===== src/rtl/riscv_pkg.sv =====
// Shared RISC-V encoding constants: immediate-format selects and the error counter width.
// Used by both the immediate encoder and the immediate decoder.
package riscv_pkg;

  typedef enum logic [2:0] {
    IMM_R = 3'd0,
    IMM_I = 3'd1,
    IMM_S = 3'd2,
    IMM_B = 3'd3,
    IMM_J = 3'd4
  } immsel_e;

  localparam int ERR_CNT_W = 16;

endpackage


===== src/rtl/imm_pack.sv =====
// Combinational immediate packer: scatters imm into the base template's immediate fields.
// Range checking is active only when INST_ENCODER_RANGECHK_EN is defined.
module imm_pack
  import riscv_pkg::*;
#(
  parameter int N = 32
) (
  input  logic [2:0]   immsel,
  input  logic [N-1:0] imm,
  input  logic [N-1:0] base,
  output logic [N-1:0] inst,
  output logic         err
);

  // True when v[N-1:msb] are all equal, i.e. v is a sign-extension of v[msb:0].
  function automatic logic fits_signed(input logic [N-1:0] v, input int msb);
    logic signed [N-1:0] s;
    s = $signed(v) >>> msb;
    return (&s) | ~(|s);
  endfunction

  logic fits;
  logic sel_illegal;

  // NOTE: every output of a combinational block gets a default first; a missed
  // assignment on some case path would otherwise infer a latch.
  always_comb begin
    inst        = base;
    fits        = 1'b1;
    sel_illegal = 1'b0;
    case (immsel)
      IMM_R: ;
      IMM_I: begin
        inst[31:20] = imm[11:0];
        fits        = fits_signed(imm, 11);
      end
      IMM_S: begin
        inst[31:25] = imm[11:5];
        inst[11:7]  = imm[4:0];
        fits        = fits_signed(imm, 11);
      end
      IMM_B: begin
        inst[31]    = imm[12];
        inst[30:25] = imm[10:5];
        inst[11:8]  = imm[4:1];
        inst[7]     = imm[11];
        fits        = fits_signed(imm, 12) & ~imm[0];
      end
      IMM_J: begin
        inst[31]    = imm[20];
        inst[30:21] = imm[10:1];
        inst[20]    = imm[11];
        inst[19:12] = imm[19:12];
        fits        = fits_signed(imm, 20) & ~imm[0];
      end
      default: sel_illegal = 1'b1;
    endcase
  end

`ifdef INST_ENCODER_RANGECHK_EN
  assign err = sel_illegal | ~fits;
`else
  // Out-of-range immediates are silently truncated to the field bits.
  logic unused_fits;
  assign unused_fits = fits;
  assign err         = sel_illegal;
`endif

endmodule


===== src/rtl/inst_encoder.sv =====
// Two-stage valid/ready RISC-V immediate encoder with saturating error counter.
// Optional range checking of immediates via INST_ENCODER_RANGECHK_EN.
module inst_encoder
  import riscv_pkg::*;
#(
  parameter int N = 32
) (
  input  logic                 clk,
  input  logic                 rst,
  input  logic                 in_valid,
  output logic                 in_ready,
  input  logic [2:0]           immsel,
  input  logic [N-1:0]         imm,
  input  logic [N-1:0]         base,
  output logic                 out_valid,
  input  logic                 out_ready,
  output logic [N-1:0]         inst,
  output logic                 err,
  output logic [ERR_CNT_W-1:0] err_cnt
);

  logic                 s1_valid_q, s1_valid_d;
  logic [2:0]           s1_immsel_q, s1_immsel_d;
  logic [N-1:0]         s1_imm_q, s1_imm_d;
  logic [N-1:0]         s1_base_q, s1_base_d;
  logic                 s2_valid_q, s2_valid_d;
  logic [N-1:0]         inst_q, inst_d;
  logic                 err_q, err_d;
  logic [ERR_CNT_W-1:0] err_cnt_q, err_cnt_d;

  logic         s2_ready;
  logic         accept;
  logic         advance;
  logic         drain;
  logic [N-1:0] pack_inst;
  logic         pack_err;

  imm_pack #(.N(N)) u_imm_pack (
    .immsel (s1_immsel_q),
    .imm    (s1_imm_q),
    .base   (s1_base_q),
    .inst   (pack_inst),
    .err    (pack_err)
  );

  // Stage 1 may advance whenever stage 2 is empty or being drained this cycle.
  assign s2_ready = ~s2_valid_q | out_ready;
  assign in_ready = ~s1_valid_q | s2_ready;
  assign accept   = in_valid & in_ready;
  assign advance  = s1_valid_q & s2_ready;
  assign drain    = s2_valid_q & out_ready;

  always_comb begin
    s1_valid_d  = s1_valid_q;
    s1_immsel_d = s1_immsel_q;
    s1_imm_d    = s1_imm_q;
    s1_base_d   = s1_base_q;
    s2_valid_d  = s2_valid_q;
    inst_d      = inst_q;
    err_d       = err_q;
    err_cnt_d   = err_cnt_q;

    if (accept) begin
      s1_valid_d  = 1'b1;
      s1_immsel_d = immsel;
      s1_imm_d    = imm;
      s1_base_d   = base;
    end else if (advance) begin
      s1_valid_d = 1'b0;
    end

    if (advance) begin
      s2_valid_d = 1'b1;
      inst_d     = pack_inst;
      err_d      = pack_err;
    end else if (drain) begin
      s2_valid_d = 1'b0;
    end

    if (drain && err_q && (err_cnt_q != '1)) begin
      err_cnt_d = err_cnt_q + ERR_CNT_W'(1);
    end
  end

  always_ff @(posedge clk or posedge rst) begin
    if (rst) begin
      s1_valid_q <= 1'b0;
      s2_valid_q <= 1'b0;
      inst_q     <= '0;
      err_q      <= 1'b0;
      err_cnt_q  <= '0;
    end else begin
      s1_valid_q <= s1_valid_d;
      s2_valid_q <= s2_valid_d;
      inst_q     <= inst_d;
      err_q      <= err_d;
      err_cnt_q  <= err_cnt_d;
    end
  end

  // NOTE: the stage-1 payload is qualified by s1_valid_q, so it needs no reset;
  // keeping it out of the reset domain keeps it as plain enable flops.
  always_ff @(posedge clk) begin
    s1_immsel_q <= s1_immsel_d;
    s1_imm_q    <= s1_imm_d;
    s1_base_q   <= s1_base_d;
  end

  assign out_valid = s2_valid_q;
  assign inst      = inst_q;
  assign err       = err_q;
  assign err_cnt   = err_cnt_q;

endmodule


===== config.mk =====
export PLATFORM = sky130hd
export DESIGN_NAME = inst_encoder
export DESIGN_NICKNAME = d
export VERILOG_FILES = /design/src/rtl/riscv_pkg.sv /design/src/rtl/imm_pack.sv /design/src/rtl/inst_encoder.sv
export SDC_FILE = /design/constraint.sdc
export NUM_CORES = 1
export LEC_CHECK = 0
export ABC_AREA = 1
export BUFFER_PORTS_ARGS = -buffer_cell sky130_fd_sc_hd__buf_2
export CAP_MARGIN = 5
export CELL_PAD_IN_SITES_DETAIL_PLACEMENT = 1
export CELL_PAD_IN_SITES_GLOBAL_PLACEMENT = 2
export CORE_ASPECT_RATIO = 1.1
export CORE_UTILIZATION = 34
export DETAILED_ROUTE_END_ITERATION = 7
export HOLD_SLACK_MARGIN = 0.06
export PLACE_DENSITY = 0.91
export SYNTH_ARGS = -nofsm -noshare
export SYNTH_HDL_FRONTEND = slang
export SYNTH_SLANG_ARGS = --single-unit

===== constraint.sdc =====
create_clock -name clk -period 4.5 [get_ports clk]
set_clock_uncertainty 0.2 [all_clocks]
set_input_delay 0.225 -clock clk [delete_from_list [all_inputs] [get_ports clk]]
set_output_delay 0.225 -clock clk [all_outputs]
set_load 0.02 [all_outputs]

==> metrics <==
root buf cell clkbuf_16; P&R area growth vs syn 39.37%; worst setup path class input pin to register; worst path bufs/invs 6; Die Y between 100 and 150 um; DRT iter0 DRCs between 150 and 200; syn_area_per_cell about 11 um2; latest clock arrival within the worst-skew pair ~0.34 ns; Final Non-Filler Cells between 700 and 800; CTS tree yes; HPWL Detailed around 7400 um; Clock Sink Count roughly 110; initial antenna violation count 1; commonest non-fill, non-tap cell in the layout nand2_1; fin crit period approximately 2.4 ns; first-pass GRT wire length ~20000 um; Worst EP arrival 2.43 ns; Synth area leaders edfxtp_1, dfrtp_1, nand2_1; Core Footprint approximately 12000 um2; CP top delay family buffers and inverters; Pwr Density around 470 nW/um2; PortBufs 110; P_leak 0.002626 uW; Syn. warnings 0; cells on worst reg2reg path 8; WP depth 11; hold path startpoint s1_base_q[3]; TritonCTS Buffers 9; Die W 108.7 um; via density per instance 4.820; CTS Buffer Depth 2; H-tree lvl count 3; FF+latch count, synth between 100 and 150; final setup fails 0; Peak VDD IR ~0.31 mV; final WL roughly 13000 um; share of the synthesized area in the top cell type about 39%; cell-by-cell trace of the critical path dlygate4sd3_1 -> buf_2 -> inv_1 -> nand2_1 -> nand2_1 -> buf_4 -> inv_1 -> buf_4 -> nand3_1 -> a21oi_1 -> nor2_1; routability cong. about 0.76; setup slack, reg-to-reg ~2.2 ns; Post-DRT Antenna Nets 0; period utilization a little over half; multi-input logic area 1165 um2; worst endpoint required time approximately 4.5 ns; clk slew on worst S/H paths around 0.07 ns; Die ar. 12990 um2; vias in the first global route approximately 3800; FF-to-FF Start out_valid; number of max-cap violations 0; Inst Count DP 660; GRT Total Usage between 20% and 30%; FP Rows 42; HP Class register to register; post-cts sizing count 0; Critical Path Source Type input pin; Fin Setup TNS 0 ns; outcome completed; Max Clk Rate 0.4170 GHz; TritonRoute pass-1 iters 4; Distinct cells, synth 21; worst-path fanout max 35; grt total ovfl 0; Hold Path Cell Cnt 2; fraction of layout cells with a size suffix above 1 between 20 and 25%; total nets after synthesis around 470; Wirelength per Cell 17.34 um; Seq/Total Area, Yosys between 60% and 70%; register area 2958 um2; Synth Instances around 400; CP max stage delay between 0.5 and 0.6 ns; Critical-path top delay cell inv_1; relative slew slack between 10% and 20%; most frequent cells in the layout nand2_1, buf_2, dlygate4sd3_1; hold endpoint inst[3]; fill count 1340; FF-to-FF End inst[20]; worst setup path start out_ready; netlist area before placement about 4300 um2; crit path capture type register; DRC 0; Final Hold Vio Count 0; Slew Limit Fails 0; largest net degree at the start of global routing 57; unrepaired setup endpoints after global routing no; NumNets Final 649; leading area contributor after synthesis edfxtp_1; initial core utilization a little over a third; Slew @ Worst Pin 1.225 ns; num ports roughly 120; Via Count between 3000 and 4000
[Yosys cell counts]
master and number:
nor2_1 42, a31oi_1 1, nand2_2 4, nand4_1 6
ha_1 1, nor2_2 4, a21oi_1 46, o21ai_0 7
inv_2 1, edfxtp_1 56, buf_6 2, inv_1 22
nand3_1 12, nand2_1 130, nand3_2 1, buf_2 3
dfrtp_1 51, clkinv_1 1, o21ai_4 1, clkbuf_1 3
xnor2_1 7
[what timing repair did]
item / in CTS / in global routing
hold endpoints to repair: 109 / 0
hold buffers: 60 / 0
setup buffers: 0 / 0
[tightest hold or removal path, stage by stage (launching register included)]
cell	delay [ns]
edfxtp_1	0.32
nand2_1	0.05
nand2_1	0.05
[power breakdown]
part           switching (uW)  internal, uW  leakage, uW  total, uW
Clock                     369           567     0.000175        936
Sequential                107          1190      0.00116       1290
Combinational             379           205      0.00129        583
[final cells by class]
| class | count | area share [%] |
|---|---|---|
| sequential | 107 | 49.80 |
| timing repair buffer | 173 | 19.76 |
| multi-input combinational | 262 | 19.61 |
| clock buffer | 10 | 4.024 |
| tap | 154 | 3.244 |
| clock inverter | 6 | 2.001 |
| inverter | 24 | 1.517 |
| antenna | 1 | 0.04213 |
[flip-flops by register name, indices dropped and copies added, names as in the netlist]
name	cells
err	1
err_cnt	16
inst	32
out_valid	1
s1_base_q	32
s1_imm_q	21
s1_immsel_q	3
s1_valid_q	1
[worst max path at each step]
stage / end / slack [ns]
floorplan: s1_base_q[0] / 1.94
global placement: inst[20] / 2.22
detailed placement: inst[20] / 2.20
CTS: inst[20] / 2.08
global route: inst[20] / 1.91
finish: inst[20] / 2.10
[metrics by stage]
| stage | power (uW) | hold WS, ns | utilization, % | setup WS [ns] | area, um2 |
|---|---|---|---|---|---|
| floorplan | 1612 | 0.1239 | - | 1.945 | 4262 |
| global placement | 1812 | 0.2018 | 41.01 | 2.223 | 4979 |
| detailed placement | 1845 | 0.2037 | 41.01 | 2.201 | 4979 |
| CTS | 2816 | 0.2576 | 48.91 | 2.083 | 5937 |
| global route | 2938 | 0.2650 | 48.93 | 1.915 | 5939 |
| finish | 2813 | 0.2523 | 48.93 | 2.102 | 5939 |
[metal layers]
layer	vias up	GRT usage (%)	routed length, um
li1	1679	-	-
met1	1743	24.37	5102
met2	112	37.50	6826
met3	18	3.831	593
met4	0	7.348	259
met5	-	0	0
[logic make-up after synthesis]
logic type / count (synthesis) / synth area share (%)
simple gates: 199 / 18.85
buf+inv: 32 / 3.259
compound gates: 55 / 6.753
flops: 107 / 69.41
xor+xnor: 7 / 1.439
fa+ha+maj: 1 / 0.2936
Power figures use the tool's default switching activity.
